`config.mk`:
```
export PLATFORM = sky130hd
export DESIGN_NAME = fft_hr_peak_extract
export DESIGN_NICKNAME = d
export VERILOG_FILES = /design/src/rtl/pulseox_pkg.sv /design/src/rtl/fft_mag_l1.sv /design/src/rtl/fft_hr_peak_extract.sv
export SDC_FILE = /design/constraint.sdc
export NUM_CORES = 1
export LEC_CHECK = 0
export ABC_AREA = 1
export CAP_MARGIN = 20
export CORE_ASPECT_RATIO = 0.75
export CORE_MARGIN = 8
export CORE_UTILIZATION = 45
export CTS_CLUSTER_SIZE = 30
export DETAILED_ROUTE_END_ITERATION = 16
export GPL_TIMING_DRIVEN = 0
export PLACE_DENSITY = 0.65
export RECOVER_POWER = 25
export SLEW_MARGIN = 20
export SYNTH_ARGS = -nofsm -noshare
export SYNTH_HDL_FRONTEND = slang
export SYNTH_SLANG_ARGS = --single-unit
```
`constraint.sdc`:
```
create_clock -name clk -period 7.7 [get_ports clk]
set_input_delay 1.54 -clock clk [delete_from_list [all_inputs] [get_ports clk]]
set_output_delay 1.54 -clock clk [all_outputs]
set_load 0.005 [all_outputs]
```
`src/rtl/pulseox_pkg.sv`:
```
// Shared types and constants for the pulse-oximeter FFT back end.
//   FFT_W / DATA_W : packed complex bin width / per-component signed width
//   COMP_W / HR_W  : magnitude and BPM/bin-index output widths
//   state_e        : FSM state encoding shared by the collector and result sequencer
//   bpm_scale()    : (bin * mult) >> 8, saturated to HR_W bits
package pulseox_pkg;
    localparam int FFT_W  = 44;
    localparam int DATA_W = 22;
    localparam int COMP_W = 24;
    localparam int HR_W   = 10;
    localparam int BIN_W  = 10;
    localparam int PROD_W = 20;

    localparam int N_BINS_DEF     = 1024;
    localparam int HR_BIN_MIN_DEF = 16;
    localparam int HR_BIN_MAX_DEF = 86;
    localparam int BPM_MULT_DEF   = 625;

    typedef enum logic [2:0] {
        ST_IDLE,
        ST_COLLECT,
        ST_DRAIN,
        ST_SCALE,
        ST_OUTPUT,
        ST_WAIT_LOW
    } state_e;

    function automatic logic [HR_W-1:0] bpm_scale(input logic [BIN_W-1:0] bin,
                                                  input logic [PROD_W-1:0] mult);
        logic [PROD_W-1:0] shifted;
        shifted = PROD_W'(bin * mult) >> 8;
        return (|shifted[PROD_W-1:HR_W]) ? {HR_W{1'b1}} : shifted[HR_W-1:0];
    endfunction
endpackage

```
`src/rtl/fft_mag_l1.sv`:
```
// Two-stage L1 magnitude pipeline: stage 1 takes |re| and |im|, stage 2 sums them.
//   valid_in/idx  : bin qualifier and bin index, delayed alongside the data
//   data          : [43:22] signed real, [21:0] signed imag
//   valid_out/mag/idx_out : result two cycles after the input
module fft_mag_l1
    import pulseox_pkg::*;
(
    input  logic              clk,
    input  logic              rst,
    input  logic              valid_in,
    input  logic [FFT_W-1:0]  data,
    input  logic [BIN_W-1:0]  idx,
    output logic              valid_out,
    output logic [COMP_W-1:0] mag,
    output logic [BIN_W-1:0]  idx_out
);
    logic [DATA_W-1:0] re, im;
    logic [DATA_W-1:0] abs_re_d, abs_im_d, abs_re_q, abs_im_q;
    logic [COMP_W-1:0] mag_d, mag_q;
    logic [BIN_W-1:0]  idx1_q, idx2_q;
    logic              v1_q, v2_q;

    assign re = data[FFT_W-1:DATA_W];
    assign im = data[DATA_W-1:0];

    // Two's complement negate in unsigned DATA_W bits: -2^21 maps to 2^21,
    // which still fits because the result is treated as unsigned.
    always_comb begin
        abs_re_d = re[DATA_W-1] ? (~re + DATA_W'(1)) : re;
        abs_im_d = im[DATA_W-1] ? (~im + DATA_W'(1)) : im;
        mag_d    = COMP_W'(abs_re_q) + COMP_W'(abs_im_q);
    end

    always_ff @(posedge clk or posedge rst) begin
        if (rst) begin
            v1_q     <= 1'b0;
            v2_q     <= 1'b0;
            abs_re_q <= '0;
            abs_im_q <= '0;
            idx1_q   <= '0;
            idx2_q   <= '0;
            mag_q    <= '0;
        end else begin
            v1_q     <= valid_in;
            abs_re_q <= abs_re_d;
            abs_im_q <= abs_im_d;
            idx1_q   <= idx;
            v2_q     <= v1_q;
            idx2_q   <= idx1_q;
            mag_q    <= mag_d;
        end
    end

    assign valid_out = v2_q;
    assign mag       = mag_q;
    assign idx_out   = idx2_q;
endmodule

```
`src/rtl/fft_hr_peak_extract.sv`:
```
// Reduces one streamed FFT frame to DC magnitude, peak in-band AC magnitude and HR in BPM.
//   clk, rst      : clock, asynchronous active-high reset
//   fft_sync      : high while a bin is on fft_data; a frame is one contiguous high run
//   fft_data      : [43:22] signed real, [21:0] signed imag
//   ac_comp/dc_comp/hr_bpm/peak_bin : registered, held results
//   new_comp_dv   : one-cycle pulse when the results update
//   frame_err     : one-cycle pulse when a frame ends short
// Collection and result sequencing are separate FSMs so a new frame may start
// (after a single sync-low cycle) while the previous one is still draining.
module fft_hr_peak_extract
    import pulseox_pkg::*;
#(
    parameter int N_BINS     = N_BINS_DEF,
    parameter int HR_BIN_MIN = HR_BIN_MIN_DEF,
    parameter int HR_BIN_MAX = HR_BIN_MAX_DEF,
    parameter int BPM_MULT   = BPM_MULT_DEF
) (
    input  logic              clk,
    input  logic              rst,
    input  logic              fft_sync,
    input  logic [FFT_W-1:0]  fft_data,
    output logic [COMP_W-1:0] ac_comp,
    output logic [COMP_W-1:0] dc_comp,
    output logic [HR_W-1:0]   hr_bpm,
    output logic [HR_W-1:0]   peak_bin,
    output logic              new_comp_dv,
    output logic              frame_err
);
    state_e            cst_q, cst_d, res_q, res_d;
    logic [BIN_W-1:0]  bin_cnt_q, bin_cnt_d;
    logic              sync_prev_q, sync_prev_d;
    logic              drain_cnt_q, drain_cnt_d;
    logic [COMP_W-1:0] max_q, max_d, dc_lat_q, dc_lat_d;
    logic [BIN_W-1:0]  pk_q, pk_d;
    logic [COMP_W-1:0] ac_q, ac_d, dc_q, dc_d;
    logic [HR_W-1:0]   hr_q, hr_d, peak_q, peak_d;
    logic              dv_q, dv_d, err_q, err_d, err_pend_q, err_pend_d;

    logic              in_vld, frame_done, frame_abort;
    logic [BIN_W-1:0]  in_idx;
    logic              m_vld;
    logic [COMP_W-1:0] m_mag;
    logic [BIN_W-1:0]  m_idx;

    fft_mag_l1 u_mag (
        .clk      (clk),
        .rst      (rst),
        .valid_in (in_vld),
        .data     (fft_data),
        .idx      (in_idx),
        .valid_out(m_vld),
        .mag      (m_mag),
        .idx_out  (m_idx)
    );

    // Frame collector. The rising-edge cycle itself carries bin 0.
    always_comb begin
        cst_d       = cst_q;
        bin_cnt_d   = bin_cnt_q;
        sync_prev_d = fft_sync;
        in_vld      = 1'b0;
        in_idx      = bin_cnt_q;
        frame_done  = 1'b0;
        frame_abort = 1'b0;
        case (cst_q)
            ST_IDLE: begin
                if (fft_sync && !sync_prev_q) begin
                    in_vld    = 1'b1;
                    in_idx    = '0;
                    bin_cnt_d = BIN_W'(1);
                    cst_d     = ST_COLLECT;
                end
            end
            ST_COLLECT: begin
                if (fft_sync) begin
                    // Upper half of the spectrum is the mirror image; never examined.
                    in_vld = (bin_cnt_q < BIN_W'(N_BINS / 2));
                    if (bin_cnt_q == BIN_W'(N_BINS - 1)) begin
                        frame_done = 1'b1;
                        cst_d      = ST_WAIT_LOW;
                    end else begin
                        bin_cnt_d = bin_cnt_q + BIN_W'(1);
                    end
                end else begin
                    frame_abort = 1'b1;
                    cst_d       = ST_IDLE;
                end
            end
            ST_WAIT_LOW: begin
                // Any sync still high here is the tail of the finished frame.
                if (!fft_sync) cst_d = ST_IDLE;
            end
            default: cst_d = ST_IDLE;
        endcase
    end

    // Running peak search on the pipeline output. Bin 0 of a frame re-arms the
    // search, so stale bins from an aborted frame are harmless.
    always_comb begin
        max_d    = max_q;
        pk_d     = pk_q;
        dc_lat_d = dc_lat_q;
        if (m_vld) begin
            if (m_idx == '0) begin
                dc_lat_d = m_mag;
                max_d    = '0;
                pk_d     = BIN_W'(HR_BIN_MIN);
            end else if (m_idx >= BIN_W'(HR_BIN_MIN) && m_idx <= BIN_W'(HR_BIN_MAX) &&
                         m_mag > max_q) begin
                max_d = m_mag;
                pk_d  = m_idx;
            end
        end
    end

    // Result sequencer: two drain cycles let the last bin leave the magnitude
    // pipeline; SCALE loads the output registers so dv shows up in OUTPUT.
    always_comb begin
        res_d       = res_q;
        drain_cnt_d = drain_cnt_q;
        ac_d        = ac_q;
        dc_d        = dc_q;
        hr_d        = hr_q;
        peak_d      = peak_q;
        dv_d        = 1'b0;
        case (res_q)
            ST_IDLE: begin
                if (frame_done) begin
                    res_d       = ST_DRAIN;
                    drain_cnt_d = 1'b0;
                end
            end
            ST_DRAIN: begin
                if (drain_cnt_q) res_d = ST_SCALE;
                else             drain_cnt_d = 1'b1;
            end
            ST_SCALE: begin
                ac_d   = max_q;
                dc_d   = dc_lat_q;
                peak_d = HR_W'(pk_q);
                hr_d   = bpm_scale(pk_q, PROD_W'(BPM_MULT));
                dv_d   = 1'b1;
                res_d  = ST_OUTPUT;
            end
            ST_OUTPUT: res_d = ST_IDLE;
            default:   res_d = ST_IDLE;
        endcase
        // An abort colliding with a result pulse is deferred one cycle.
        err_d      = (frame_abort | err_pend_q) & ~dv_d;
        err_pend_d = (frame_abort | err_pend_q) & dv_d;
    end

    always_ff @(posedge clk or posedge rst) begin
        if (rst) begin
            cst_q       <= ST_IDLE;
            res_q       <= ST_IDLE;
            bin_cnt_q   <= '0;
            // Starts high so a sync already asserted out of reset is not a new frame.
            sync_prev_q <= 1'b1;
            drain_cnt_q <= 1'b0;
            max_q       <= '0;
            pk_q        <= BIN_W'(HR_BIN_MIN);
            dc_lat_q    <= '0;
            ac_q        <= '0;
            dc_q        <= '0;
            hr_q        <= '0;
            peak_q      <= '0;
            dv_q        <= 1'b0;
            err_q       <= 1'b0;
            err_pend_q  <= 1'b0;
        end else begin
            cst_q       <= cst_d;
            res_q       <= res_d;
            bin_cnt_q   <= bin_cnt_d;
            sync_prev_q <= sync_prev_d;
            drain_cnt_q <= drain_cnt_d;
            max_q       <= max_d;
            pk_q        <= pk_d;
            dc_lat_q    <= dc_lat_d;
            ac_q        <= ac_d;
            dc_q        <= dc_d;
            hr_q        <= hr_d;
            peak_q      <= peak_d;
            dv_q        <= dv_d;
            err_q       <= err_d;
            err_pend_q  <= err_pend_d;
        end
    end

    assign ac_comp     = ac_q;
    assign dc_comp     = dc_q;
    assign hr_bpm      = hr_q;
    assign peak_bin    = peak_q;
    assign new_comp_dv = dv_q;
    assign frame_err   = err_q;
endmodule
```
Yosys cells after proc, flatten, opt, wreduce, memory -nomap -nowiden
Cells that the tools add are included.
Widths: inputs -> output; s select.
{"block": "totals", "register_bits": 237}
{"block": "classes", "addsub": 4, "n_mul": 1, "order_cmp": 4, "eq_ne": 12, "n_mux": 32, "bitwise": 6, "n_reduce_logical": 17}
{"cell": "$mux 10", "n": 8}
{"cell": "$mux 24", "n": 2}
{"cell": "$add 22x1->22 const B", "n": 2}
{"cell": "$mux 22", "n": 2}
{"cell": "$not 22->22", "n": 2}
{"cell": "$gt 24x24->1", "n": 1}
{"cell": "$add 22x22->23", "n": 1}
{"cell": "$mul 10x10->20 const B", "n": 1}
{"cell": "$pmux 10 s2", "n": 1}
{"cell": "$mux 3", "n": 6}
{"cell": "$pmux 3 s3", "n": 2}
{"cell": "$ne 2x2->1 const B", "n": 6}
{"cell": "$add 10x1->10 const B", "n": 1}
{"cell": "$eq 10x10->1 const B", "n": 1}
{"cell": "$ge 10x5->1 const B", "n": 1}
{"cell": "$le 10x7->1 const B", "n": 1}
{"cell": "$logic_not 10->1", "n": 1}
{"cell": "$lt 10x10->1 const B", "n": 1}
{"cell": "$mux 1", "n": 9}
{"cell": "$reduce_and 2->1", "n": 4}
{"cell": "$eq 3x2->1 const B", "n": 2}
{"cell": "$logic_not 3->1", "n": 2}
{"cell": "$reduce_bool 2->1", "n": 3}
{"cell": "$pmux 1 s2", "n": 2}
{"cell": "other kinds (11)", "n": 14}

Longest topological paths before layout
Gate-level depths: netlist of run 1.
{"block": "depth", "depth_word": 6, "depth_mapped": 23}

Cells and area by module
Synthesis of run 1 repeated with hierarchy kept, for this count alone.
{"block": "unflattened", "hier_cells": 1659, "hier_area_um2": 13367.8}
{"mod": "fft_hr_peak_extract", "n_inst": 1, "cells_each": 1016, "area_each_um2": 8321.7}
{"mod": "fft_mag_l1", "n_inst": 1, "cells_each": 643, "area_each_um2": 5046.1}

Worst setup path before layout of run 1
No wires, ideal clock.
{"block": "synth_timing", "kind": "flip-flop to flip-flop", "from": "register pk_q[4]", "to": "register hr_q[0], in the netlist hr_bpm[0]", "setup_ns": 0.113, "t_arrival_ns": 3.759, "required_ns": 7.587, "setup_slack_ns": 3.828, "stages_incl_launch_ff": 22, "n_path_buf": 0, "period_less_slack_ns": 3.872, "path_cell_list": "dfstp_2 > inv_1 > fa_1 > inv_1 > ha_1 > fa_1 > ha_1 > ha_1 > ha_1 > nand2_1 > inv_1 > nand2_1 > nand2_1 > inv_1 > nand2_1 > nand2_1 > nand2_1 > nand2_1 > nand2_1 > nand3_1 > nand2_1 > inv_1"}
{"block": "synth_between", "elab_chain_len": 3}
{"element": "start, declared", "line": "fft_hr_peak_extract.sv:34", "text": "logic [BIN_W-1:0] pk_q, pk_d;"}
{"element": "start signal, assigned", "line": "fft_hr_peak_extract.sv:162", "text": "pk_q <= BIN_W'(HR_BIN_MIN);"}
{"element": "start signal, assigned", "line": "fft_hr_peak_extract.sv:178", "text": "pk_q <= pk_d;"}
{"element": "$mul 10x10->20 (*)", "line": "pulseox_pkg.sv:31", "text": "shifted = PROD_W'(bin * mult) >> 8;"}
{"element": "$reduce_or 2->1", "line": "pulseox_pkg.sv:32", "text": "return (|shifted[PROD_W-1:HR_W]) ? {HR_W{1'b1}} : shifted[HR_W-1:0];"}
{"element": "$mux 10 (*)", "line": "pulseox_pkg.sv:32"}
{"element": "end signal, assigned", "line": "fft_hr_peak_extract.sv:182", "text": "hr_q <= hr_d;"}
{"element": "end, declared", "line": "fft_hr_peak_extract.sv:36", "text": "logic [HR_W-1:0] hr_q, hr_d, peak_q, peak_d;"}
Every way passes the cells marked *; elsewhere a longest branch is shown, timed or not.
A chain may end at the register's enable or synchronous reset.

Worst setup path after layout of run 1
{"block": "layout_timing", "from": "register pk_q[4]", "to": "register hr_q[4], in the netlist hr_bpm[4]"}
Same word-level chain as after synthesis.

==> results of run 1 <==
[final cells by class]
type	count	area [µm²]
Clock buffer	34	709
Clock inverter	10	114
Inverter	200	754
Multi-Input combinational cell	998	5720
Tap cell	351	439
Buffer	33	165
Fill cell	2499	12200
Sequential cell	231	5780
Timing Repair Buffer	119	1230
[worst reg2reg max path, stage by stage, from the launching register on]
cell	delay [ns]
dfstp_2	0.59
inv_1	0.16
fa_1	0.53
inv_1	0.04
ha_1	0.27
ha_1	0.28
ha_1	0.28
inv_1	0.05
fa_1	0.49
inv_1	0.04
ha_1	0.35
a21oi_1	0.22
nand3_1	0.19
nand2_1	0.13
nand2_1	0.06
nand2_1	0.08
nand2_1	0.07
inv_1	0.16
nand3_1	0.11
nand2_1	0.08
inv_1	0.05
[logic make-up (layout without fill, tap and decap cells)]
| group | after synthesis | count (layout) |
|---|---|---|
| AO/OA/AOI/OAI | 169 | 169 |
| flip-flops | 231 | 231 |
| buffers and inverters | 233 | 396 |
| other | 1 | 2 |
| adder cells (fa/ha/maj) | 115 | 115 |
| XOR/XNOR | 58 | 58 |
| AND/OR/NAND/NOR | 654 | 654 |
[synth_stat cells, drive strengths merged (2+ instances only)]
cell	instances	area share [%]
nand2	402	12
dfrtp	229	46
inv	200	6.0
nor2	109	3.4
ha	98	9.8
o21ai	89	3.6
nand3	87	3.5
a21oi	50	2.1
xor2	36	2.5
xnor2	22	1.5
nor3	21	0.88
buf	17	0.99
fa	17	2.7
clkbuf	16	0.48
nand4	13	0.65
or2	11	0.55
o31ai	10	0.60
nor4	6	0.42
o21a	5	0.30
o21bai	5	0.30
a21boi	4	0.24
a21o	2	0.12
and2	2	0.10
dfstp	2	0.42
[metrics by stage]
| step | hold slack, ns | worst slack, ns | cells | total power [mW] | util (%) |
|---|---|---|---|---|---|
| floorplan | 0.331 | 3.14 | 1462 | 2.48 | - |
| global placement | 0.333 | 1.46 | 1925 | 2.81 | 51.7 |
| detailed placement | 0.336 | 3.42 | 1932 | 2.85 | 52.2 |
| CTS | 0.346 | 3.34 | 1976 | 4.06 | 55.3 |
| global route | 0.345 | 3.02 | 1976 | 4.34 | 55.0 |
| finish | 0.339 | 3.38 | 1976 | 4.00 | 55.0 |
[power by group through the flow]
stage          Clock [mW]  Sequential (mW)  Combinational [mW]
2_1_floorplan           0             1.53               0.953
3_3_place_gp            0             1.59                1.22
3_5_place_dp            0             1.59                1.26
4_1_cts              1.22             1.57                1.28
5_1_grt              1.27             1.59                1.48
6_report             1.18             1.57                1.25
[flip-flops by register name, summed over array words and instances, names as in the netlist, 2 cells and up]
signal          cells
ac_comp            23
bin_cnt_q          10
cst_q               2
dc_comp            23
dc_lat_q           23
hr_bpm             10
max_q              23
peak_bin           10
pk_q               10
res_q               3
u_mag.abs_im_q     22
u_mag.abs_re_q     22
u_mag.idx1_q       10
u_mag.idx_out      10
u_mag.mag          23
[layer usage]
layer	up-vias	wire length, µm	global-route usage (%)
met5	-	0	0
met4	0	467	3.64
met3	40	1380	3.34
met2	190	11800	25.9
met1	4412	15000	26.0
li1	4947	-	-
[path summary, 6_finish.rpt]
check	startpoint	to	slack, ns	cells past startpoint
min in group asynchronous	rst	bin_cnt_q[7]	1.57	2
max in group asynchronous	rst	ac_comp[7]	3.65	6
setup reg to reg	pk_q[4]	hr_bpm[4]	3.38	20
setup / recovery	pk_q[4]	hr_bpm[4]	3.38	20
hold / removal	u_mag.idx1_q[5]	u_mag.idx_out[5]	0.34	0
hold reg to reg	u_mag.idx1_q[5]	u_mag.idx_out[5]	0.34	0
==> results.sh, run 1 <==
export IMPL_tns_ns=0
export IMPL_min_path_type="reg2reg"
export IMPL_cts_tree="done"
export IMPL_power_internal_mw=2.61
export IMPL_num_nets_final=1770
export IMPL_dr_pass1_iters=4
export IMPL_cts_sinks=231
export IMPL_timing_fmax_mhz=231
export IMPL_antenna_found_initial=0
export IMPL_power_leakage_nw=7.64
export IMPL_root_buffer="clkbuf_16"
export IMPL_finalSetupViolCount=0
export IMPL_grt_overflow=0
export IMPL_slowest_delay_ns=0.59
export IMPL_placed_area_mm2=0.0142
export IMPL_worstSetupEndpointType="flop"
export IMPL_synth_cell_types=47
export IMPL_syn_mean_instance_area_um2=8.53
export IMPL_gp_congestion=0.928
export IMPL_core_rowCount=52
export IMPL_worstMarginPinSlew_ns=1.90
export IMPL_arrival_ns=4.73
export IMPL_io_pins=117
export IMPL_synth_top_family_by_area="simple AND/OR/NAND/NOR gates"
export IMPL_swShare_pct=34.7
export IMPL_initial_utilization_pct=45.9
export IMPL_maxSlewViolCount=66
export IMPL_grt_pass1_wl_mm=48.5
export IMPL_worst_setup_path_type="reg2reg"
export IMPL_seq_area_frac_synth_pct=46.4
export IMPL_worstSetupStartpointType="flop"
export IMPL_hold_viol_final=0
export IMPL_worst_path_buf_inv=6
export IMPL_synthXorXnorAreaFrac_pct=4.08
export IMPL_diodes=0
export IMPL_ys_warn_count=0
export IMPL_yosys_area_share_simple_pct=21.9
export IMPL_die_area_mm2=0.0333
export IMPL_synth_mux_area_share_pct=0
export IMPL_ys_seq_elements=231
export IMPL_syn_to_final_growth_pct=19.6
export IMPL_failed_checks="capacitance limit, slew limit"
export IMPL_synth_adder_area_share_pct=12.6
export IMPL_post_cts_buffers=0
export IMPL_path_delay_family="adder cells"
export IMPL_synth_compound_area_share_pct=7.52
export IMPL_core_area_mm2=0.0271
export IMPL_cts_buffers=25
export IMPL_p_switching_mw=1.39
export IMPL_cts_hold_buffers_added=0
export IMPL_die_width_um=208
export IMPL_cp_cell_sequence="inv_1, fa_1, inv_1, ha_1, ha_1, ha_1, inv_1, fa_1, inv_1, ha_1, a21oi_1, nand3_1, nand2_1, nand2_1, nand2_1, nand2_1, inv_1, nand3_1, nand2_1, inv_1"
export IMPL_hpwl_mm=23.2
export IMPL_grt_pass1_vias=9563
export IMPL_clock_latency_ns=0.52
export IMPL_vias=9589
export IMPL_synth_area_mm2=0.0125
export IMPL_wirelength_mm=28.6
export IMPL_vdd_ir_drop_max_mv=0.172
export IMPL_cpMaxStageDelayCell="dfstp_2"
export IMPL_slew_limit_headroom_pct=-26.4
export IMPL_p_seq_share_pct=39.2
export IMPL_postSynthCellCount=1461
export IMPL_cts_htree_levels=1
export IMPL_rsz0062_at_grt="false"
export IMPL_drt_iter0_drc=570
export IMPL_wire_per_inst_um=14.5
export IMPL_power_density_mw_per_mm2=268
export IMPL_drc=0
export IMPL_final_common_cell="nand2_1"
export IMPL_worstPathRequired_ns=8.11
export IMPL_design_area_mm2=0.0149
export IMPL_clockBufferDepth=3
export IMPL_path_clk_slew_ns=0.06
export IMPL_viasPerCell=4.85
export IMPL_synthFlopType="dfrtp_1"
export IMPL_post_cts_resize_count=0
export IMPL_finalCritPeriodShare_pct=56.1
export IMPL_final_cell_mix="399 x nand2_1, 229 x dfrtp_1, 196 x inv_1"
export IMPL_cpMostUsedCell="inv_1"
export IMPL_drive_above_1_share_pct=5.05
export IMPL_cap_violations=3
export IMPL_fin_crit_ns=4.32
export IMPL_die_h_um=160
export IMPL_p_comb_share_pct=31.2
export IMPL_worstPathMaxFanout=7
export IMPL_grt_max_degree=36
export IMPL_clockPowerShare_pct=29.6
export IMPL_ys_async_sr_fraction_pct=100
export IMPL_postRouteAntennaNets=0
export IMPL_outcome="finished with violations"
export IMPL_synth_edf_count=0
export IMPL_grt_total_usage_pct=17.4
export IMPL_skew_ns=0.0130
export IMPL_place_port_buffers=112
Power figures use the tool's default switching activity.
==> run 2: changes to the inputs <==
Clock period 7.7 ns to 3.6 ns, I/O delays scaled along.
==> run 2 against run 1 <==
The flow finishes with violations (capacitance limit, slew limit, setup timing). Final area grew 4.9%. Sequential share of layout area decreased by 1.8 points. Routed wire length is 6.6% higher. Highest routed layer unchanged. Clock power up 120%. Register-to-register slack worse by 3.5 ns. Critical path depth shrank 1. Clock skew about the same. Critical path type unchanged. Setup slack worse by 3.5 ns.
==> results.sh, run 2 (synthesis gave the netlist of run 1 again) <==
export IMPL_die_width_um=208
export IMPL_io_pins=117
export IMPL_root_buffer="clkbuf_16"
export IMPL_diodes=0
export IMPL_vdd_ir_drop_max_mv=0.414
export IMPL_final_common_cell="nand2_1"
export IMPL_grt_max_degree=35
export IMPL_worst_setup_path_type="reg2reg"
export IMPL_grt_total_usage_pct=18.2
export IMPL_viasPerCell=4.90
export IMPL_timing_fmax_mhz=267
export IMPL_grt_overflow=0
export IMPL_core_rowCount=52
export IMPL_hold_viol_final=0
export IMPL_die_h_um=160
export IMPL_gp_congestion=0.881
export IMPL_tns_ns=-1.22
export IMPL_drive_above_1_share_pct=12.4
export IMPL_setup_ws_ns=-0.151
export IMPL_cts_sinks=231
export IMPL_place_port_buffers=112
export IMPL_finalNonFillerCells=1993
export IMPL_outcome="finished with violations"
export IMPL_worstSetupStartpointType="flop"
export IMPL_rsz0062_at_grt="true"
export IMPL_failed_checks="capacitance limit, slew limit, setup timing"
export IMPL_placed_area_mm2=0.0144
export IMPL_wirelength_mm=30.5
export IMPL_grt_pass1_vias=9755
export IMPL_worstSetupEndpointType="flop"
export IMPL_postRouteAntennaNets=0
export IMPL_wire_per_inst_um=15.3
export IMPL_worstPathMaxFanout=4
export IMPL_grt_pass1_wl_mm=50.6
export IMPL_maxSlewViolCount=66
export IMPL_die_area_mm2=0.0333
export IMPL_placed_cells=1932
export IMPL_pre_cts_slack_ns=-0.474
export IMPL_drc=0
export IMPL_antenna_found_initial=0
export IMPL_worstMarginPinSlew_ns=1.78
export IMPL_power_mw=9.69
export IMPL_syn_to_final_growth_pct=25.5
export IMPL_design_area_mm2=0.0156
export IMPL_vias=9771
export IMPL_skew_ns=0.0132
export IMPL_drt_iter0_drc=597
export IMPL_min_path_type="reg2reg"
export IMPL_arrival_ns=4.17
export IMPL_path_clk_slew_ns=0.07
export IMPL_slew_limit_headroom_pct=-18.8
export IMPL_finalCritPeriodShare_pct=104
export IMPL_initial_utilization_pct=45.9
export IMPL_dr_pass1_iters=5
export IMPL_cts_hold_buffers_added=0
export IMPL_num_nets_final=1787
export IMPL_core_area_mm2=0.0271
export IMPL_worstPathRequired_ns=4.02
export IMPL_power_leakage_nw=7.78
export IMPL_fin_crit_ns=3.75
export IMPL_hpwl_mm=23.9
export IMPL_clock_latency_ns=0.53
export IMPL_cap_violations=2
export IMPL_cts_htree_levels=1
export IMPL_power_density_mw_per_mm2=620
export IMPL_cts_tree="done"
export IMPL_clockBufferDepth=3
export IMPL_cts_buffers=25
export IMPL_final_cell_mix="370 x nand2_1, 225 x dfrtp_1, 180 x inv_1"
export IMPL_finalSetupViolCount=10
==> run 2: per-stage QoR <==
stage | utilization (%) | hold slack, ns
global route | 57.7 | 0.354
floorplan | - | 0.331
detailed placement | 53.0 | 0.335
global placement | 52.5 | 0.335
CTS | 56.6 | 0.347
finish | 57.7 | 0.347
==> run 2: final timing paths <==
| kind | slack [ns] | depth (start not counted) | from | to |
|---|---|---|---|---|
| max in group asynchronous | 0.46 | 6 | rst | dc_comp[8] |
| worst min-delay path | 0.35 | 0 | u_mag.idx1_q[4] | u_mag.idx_out[4] |
| worst max-delay path | -0.15 | 19 | pk_q[4] | hr_bpm[4] |
| min in group asynchronous | 0.86 | 2 | rst | u_mag.abs_im_q[3] |
| worst min register to register | 0.35 | 0 | u_mag.idx1_q[4] | u_mag.idx_out[4] |
| worst max register to register | -0.15 | 19 | pk_q[4] | hr_bpm[4] |
==> run 2: worst max-delay path, cell delays in order, from the launching register on <==
cell     delay, ns
dfstp_2       0.56
inv_4         0.05
fa_1          0.49
inv_2         0.05
ha_4          0.27
ha_4          0.20
ha_4          0.26
inv_2         0.03
fa_1          0.49
inv_2         0.05
ha_4          0.31
nand2_4       0.07
nor2_1        0.17
nand2_1       0.09
nand2_1       0.09
nand2_1       0.05
a21oi_1       0.22
nand3_2       0.10
nand2_1       0.07
inv_1         0.03
==> run 2: layout make-up <==
class / instances / area, µm²
Inverter: 200 / 767
Buffer: 33 / 184
Clock buffer: 31 / 668
Tap cell: 351 / 439
Timing Repair Buffer: 136 / 1340
Clock inverter: 13 / 178
Fill cell: 2410 / 11500
Sequential cell: 231 / 5790
Multi-Input combinational cell: 998 / 6280
==> run 2: per-layer routing <==
layer / global-route usage, % / routed length, µm
met2: 27.6 / 13100
met5: 0 / 0
met3: 3.34 / 1380
met1: 26.7 / 15500
met4: 3.83 / 535
==> run 2: power by group <==
part           internal [mW]  switching [mW]
logic                   1.61            2.08
clock network           1.60            1.04
registers               3.03           0.331
total                   6.24            3.45
==> run 2: what timing repair did <==
action / in CTS / in global routing
pin swaps: 13 / 35
endpoints found under the setup margin: 10 / 10
gates resized for setup: 23 / 61
buffers inserted: 11 / 6
==> run 3: changes to the inputs <==
Settings changed: GPL_TIMING_DRIVEN 0 to 1.
==> run 3 against run 2 <==
The run ends with capacitance limit, setup timing left. Maximum frequency up 2.1%. Critical path depth up 4. Global-route usage down 0.58 points. Setup slack improved by 0.076 ns. Core utilization is 0.33 points higher. Final area rose by 0.57%. Total power is 0.24% lower. Clock-buffer cell count rose by 9. Largest cell class unchanged. Largest power group unchanged.
==> results.sh, run 3 (synthesis gave the netlist of run 1 again) <==
export IMPL_cts_sinks=231
export IMPL_die_h_um=160
export IMPL_cts_hold_buffers_added=0
export IMPL_final_common_cell="nand2_1"
export IMPL_worstSetupEndpointType="flop"
export IMPL_die_width_um=208
export IMPL_path_clk_slew_ns=0.06
export IMPL_rsz0062_at_grt="true"
export IMPL_clockBufferDepth=3
export IMPL_wire_per_inst_um=14.7
export IMPL_cts_buffers=24
export IMPL_io_pins=117
export IMPL_grt_pass1_wl_mm=49.3
export IMPL_skew_ns=0.0126
export IMPL_power_leakage_nw=7.83
export IMPL_postRouteAntennaNets=0
export IMPL_setup_ws_ns=-0.0755
export IMPL_slew_limit_headroom_pct=2.37
export IMPL_post_route_util_pct=58.0
export IMPL_clock_latency_ns=0.51
export IMPL_initial_utilization_pct=45.9
export IMPL_failed_checks="capacitance limit, setup timing"
export IMPL_num_nets_final=1793
export IMPL_fin_crit_ns=3.68
export IMPL_cts_htree_levels=1
export IMPL_power_density_mw_per_mm2=615
export IMPL_hpwl_mm=22.9
export IMPL_cap_violations=1
export IMPL_grt_overflow=0
export IMPL_gp_congestion=0.913
export IMPL_vias=9666
export IMPL_maxSlewViolCount=0
export IMPL_viasPerCell=4.83
export IMPL_die_area_mm2=0.0333
export IMPL_diodes=0
export IMPL_drive_above_1_share_pct=13.2
export IMPL_vdd_ir_drop_max_mv=0.386
export IMPL_syn_to_final_growth_pct=26.2
export IMPL_core_area_mm2=0.0271
export IMPL_cts_tree="done"
export IMPL_grt_total_usage_pct=17.6
export IMPL_grt_pass1_vias=9604
export IMPL_core_rowCount=52
export IMPL_timing_fmax_mhz=272
export IMPL_drt_iter0_drc=752
export IMPL_finalSetupViolCount=10
export IMPL_fillers=2432
export IMPL_multi_input_area_mm2=0.00632
export IMPL_arrival_ns=4.08
export IMPL_grt_max_degree=78
export IMPL_final_cell_mix="373 x nand2_1, 229 x dfrtp_1, 180 x inv_1"
export IMPL_place_port_buffers=114
export IMPL_root_buffer="clkbuf_16"
export IMPL_reg2reg_depth=23
export IMPL_worstSetupStartpointType="flop"
export IMPL_worst_setup_path_type="reg2reg"
export IMPL_worstPathMaxFanout=7
export IMPL_dr_pass1_iters=5
export IMPL_seqCellArea_mm2=0.00578
export IMPL_finalCritPeriodShare_pct=102
export IMPL_hold_viol_final=0
export IMPL_min_path_type="reg2reg"
export IMPL_holdPathStages=0
export IMPL_pre_cts_slack_ns=-0.243
export IMPL_outcome="finished with violations"
export IMPL_drc=0
export IMPL_wirelength_mm=29.5
export IMPL_worstPathRequired_ns=4.01
export IMPL_antenna_found_initial=0
export IMPL_worstMarginPinSlew_ns=1.46
run 3: changes by cell type in the layout (fill, tap and decap cells not counted), moves of 4 or more:
cell	change
buf_2	-9
buf_4	+34
clkbuf_1	-11
clkbuf_8	+4
clkinv_2	-5
dfrtp_1	+4
dfrtp_2	-4
nand2_2	-5
run 3: final timing paths:
| check | end | from | slack (ns) |
|---|---|---|---|
| hold reg to reg | u_mag.idx_out[7] | u_mag.idx1_q[7] | 0.35 |
| hold / removal | u_mag.idx_out[7] | u_mag.idx1_q[7] | 0.35 |
| min in group asynchronous | dc_lat_q[2] | rst | 1.01 |
| max in group asynchronous | dc_comp[13] | rst | 0.73 |
| setup reg to reg | hr_bpm[2] | pk_q[4] | -0.08 |
| setup / recovery | hr_bpm[2] | pk_q[4] | -0.08 |
run 3: what timing repair did:
action	4_1_cts	5_1_grt
resized for setup	24	57
setup buffers	2	5
setup endpoints to repair	10	10
pin swaps	8	21
run 3: layer usage:
metal / routed length, µm / track usage (%) / part of all wire (%)
met1: 15600 / 27.0 / 53
met3: 1160 / 2.88 / 3.9
met2: 12400 / 26.0 / 42
met4: 359 / 2.83 / 1.2
met5: 0 / 0 / 0
run 3: through the flow:
| step | hold WS, ns | setup TNS [ns] | instances | cell area [µm²] | total power [mW] |
|---|---|---|---|---|---|
| final | 0.348 | -0.599 | 2000 | 15700 | 9.67 |
| after global routing | 0.354 | -2.29 | 2000 | 15700 | 10.4 |
| after CTS | 0.349 | -1.52 | 1995 | 15500 | 9.41 |
| after detailed placement | 0.336 | -2.28 | 1949 | 14500 | 6.75 |
| after global placement | 0.333 | -1.86 | 1949 | 14500 | 6.73 |
| after floorplan | 0.331 | -32.87 | 1462 | 12700 | 5.67 |
run 3: area by class of cell:
cell class | count | area share (%)
well taps | 351 | 2.79
clock inverters | 4 | 0.350
repair buffers | 176 | 10.3
clock buffers | 40 | 4.72
inverters | 200 | 4.86
flip-flops and latches | 231 | 36.8
multi-input cells | 998 | 40.2
run 3: power breakdown:
part / internal, mW / switching (mW) / leakage (nW)
combinational: 1.77 / 2.11 / 4.44
sequential: 3.03 / 0.299 / 3.01
clock: 1.48 / 0.982 / 0.385
total: 6.28 / 3.39 / 7.83
run 3: critical path: stages, from the launching register on:
cell	delay, ns
dfstp_2	0.55
inv_4	0.05
fa_1	0.47
inv_1	0.06
ha_4	0.27
ha_4	0.20
ha_4	0.26
inv_2	0.03
fa_1	0.48
inv_2	0.05
ha_4	0.31
nand2_4	0.07
inv_2	0.04
nand2_1	0.05
nand2_2	0.08
inv_2	0.03
nand2_2	0.06
nand2_2	0.08
nand2_2	0.08
nand2_2	0.06
nand2_4	0.12
nand3_2	0.08
nand2_2	0.07
inv_1	0.03
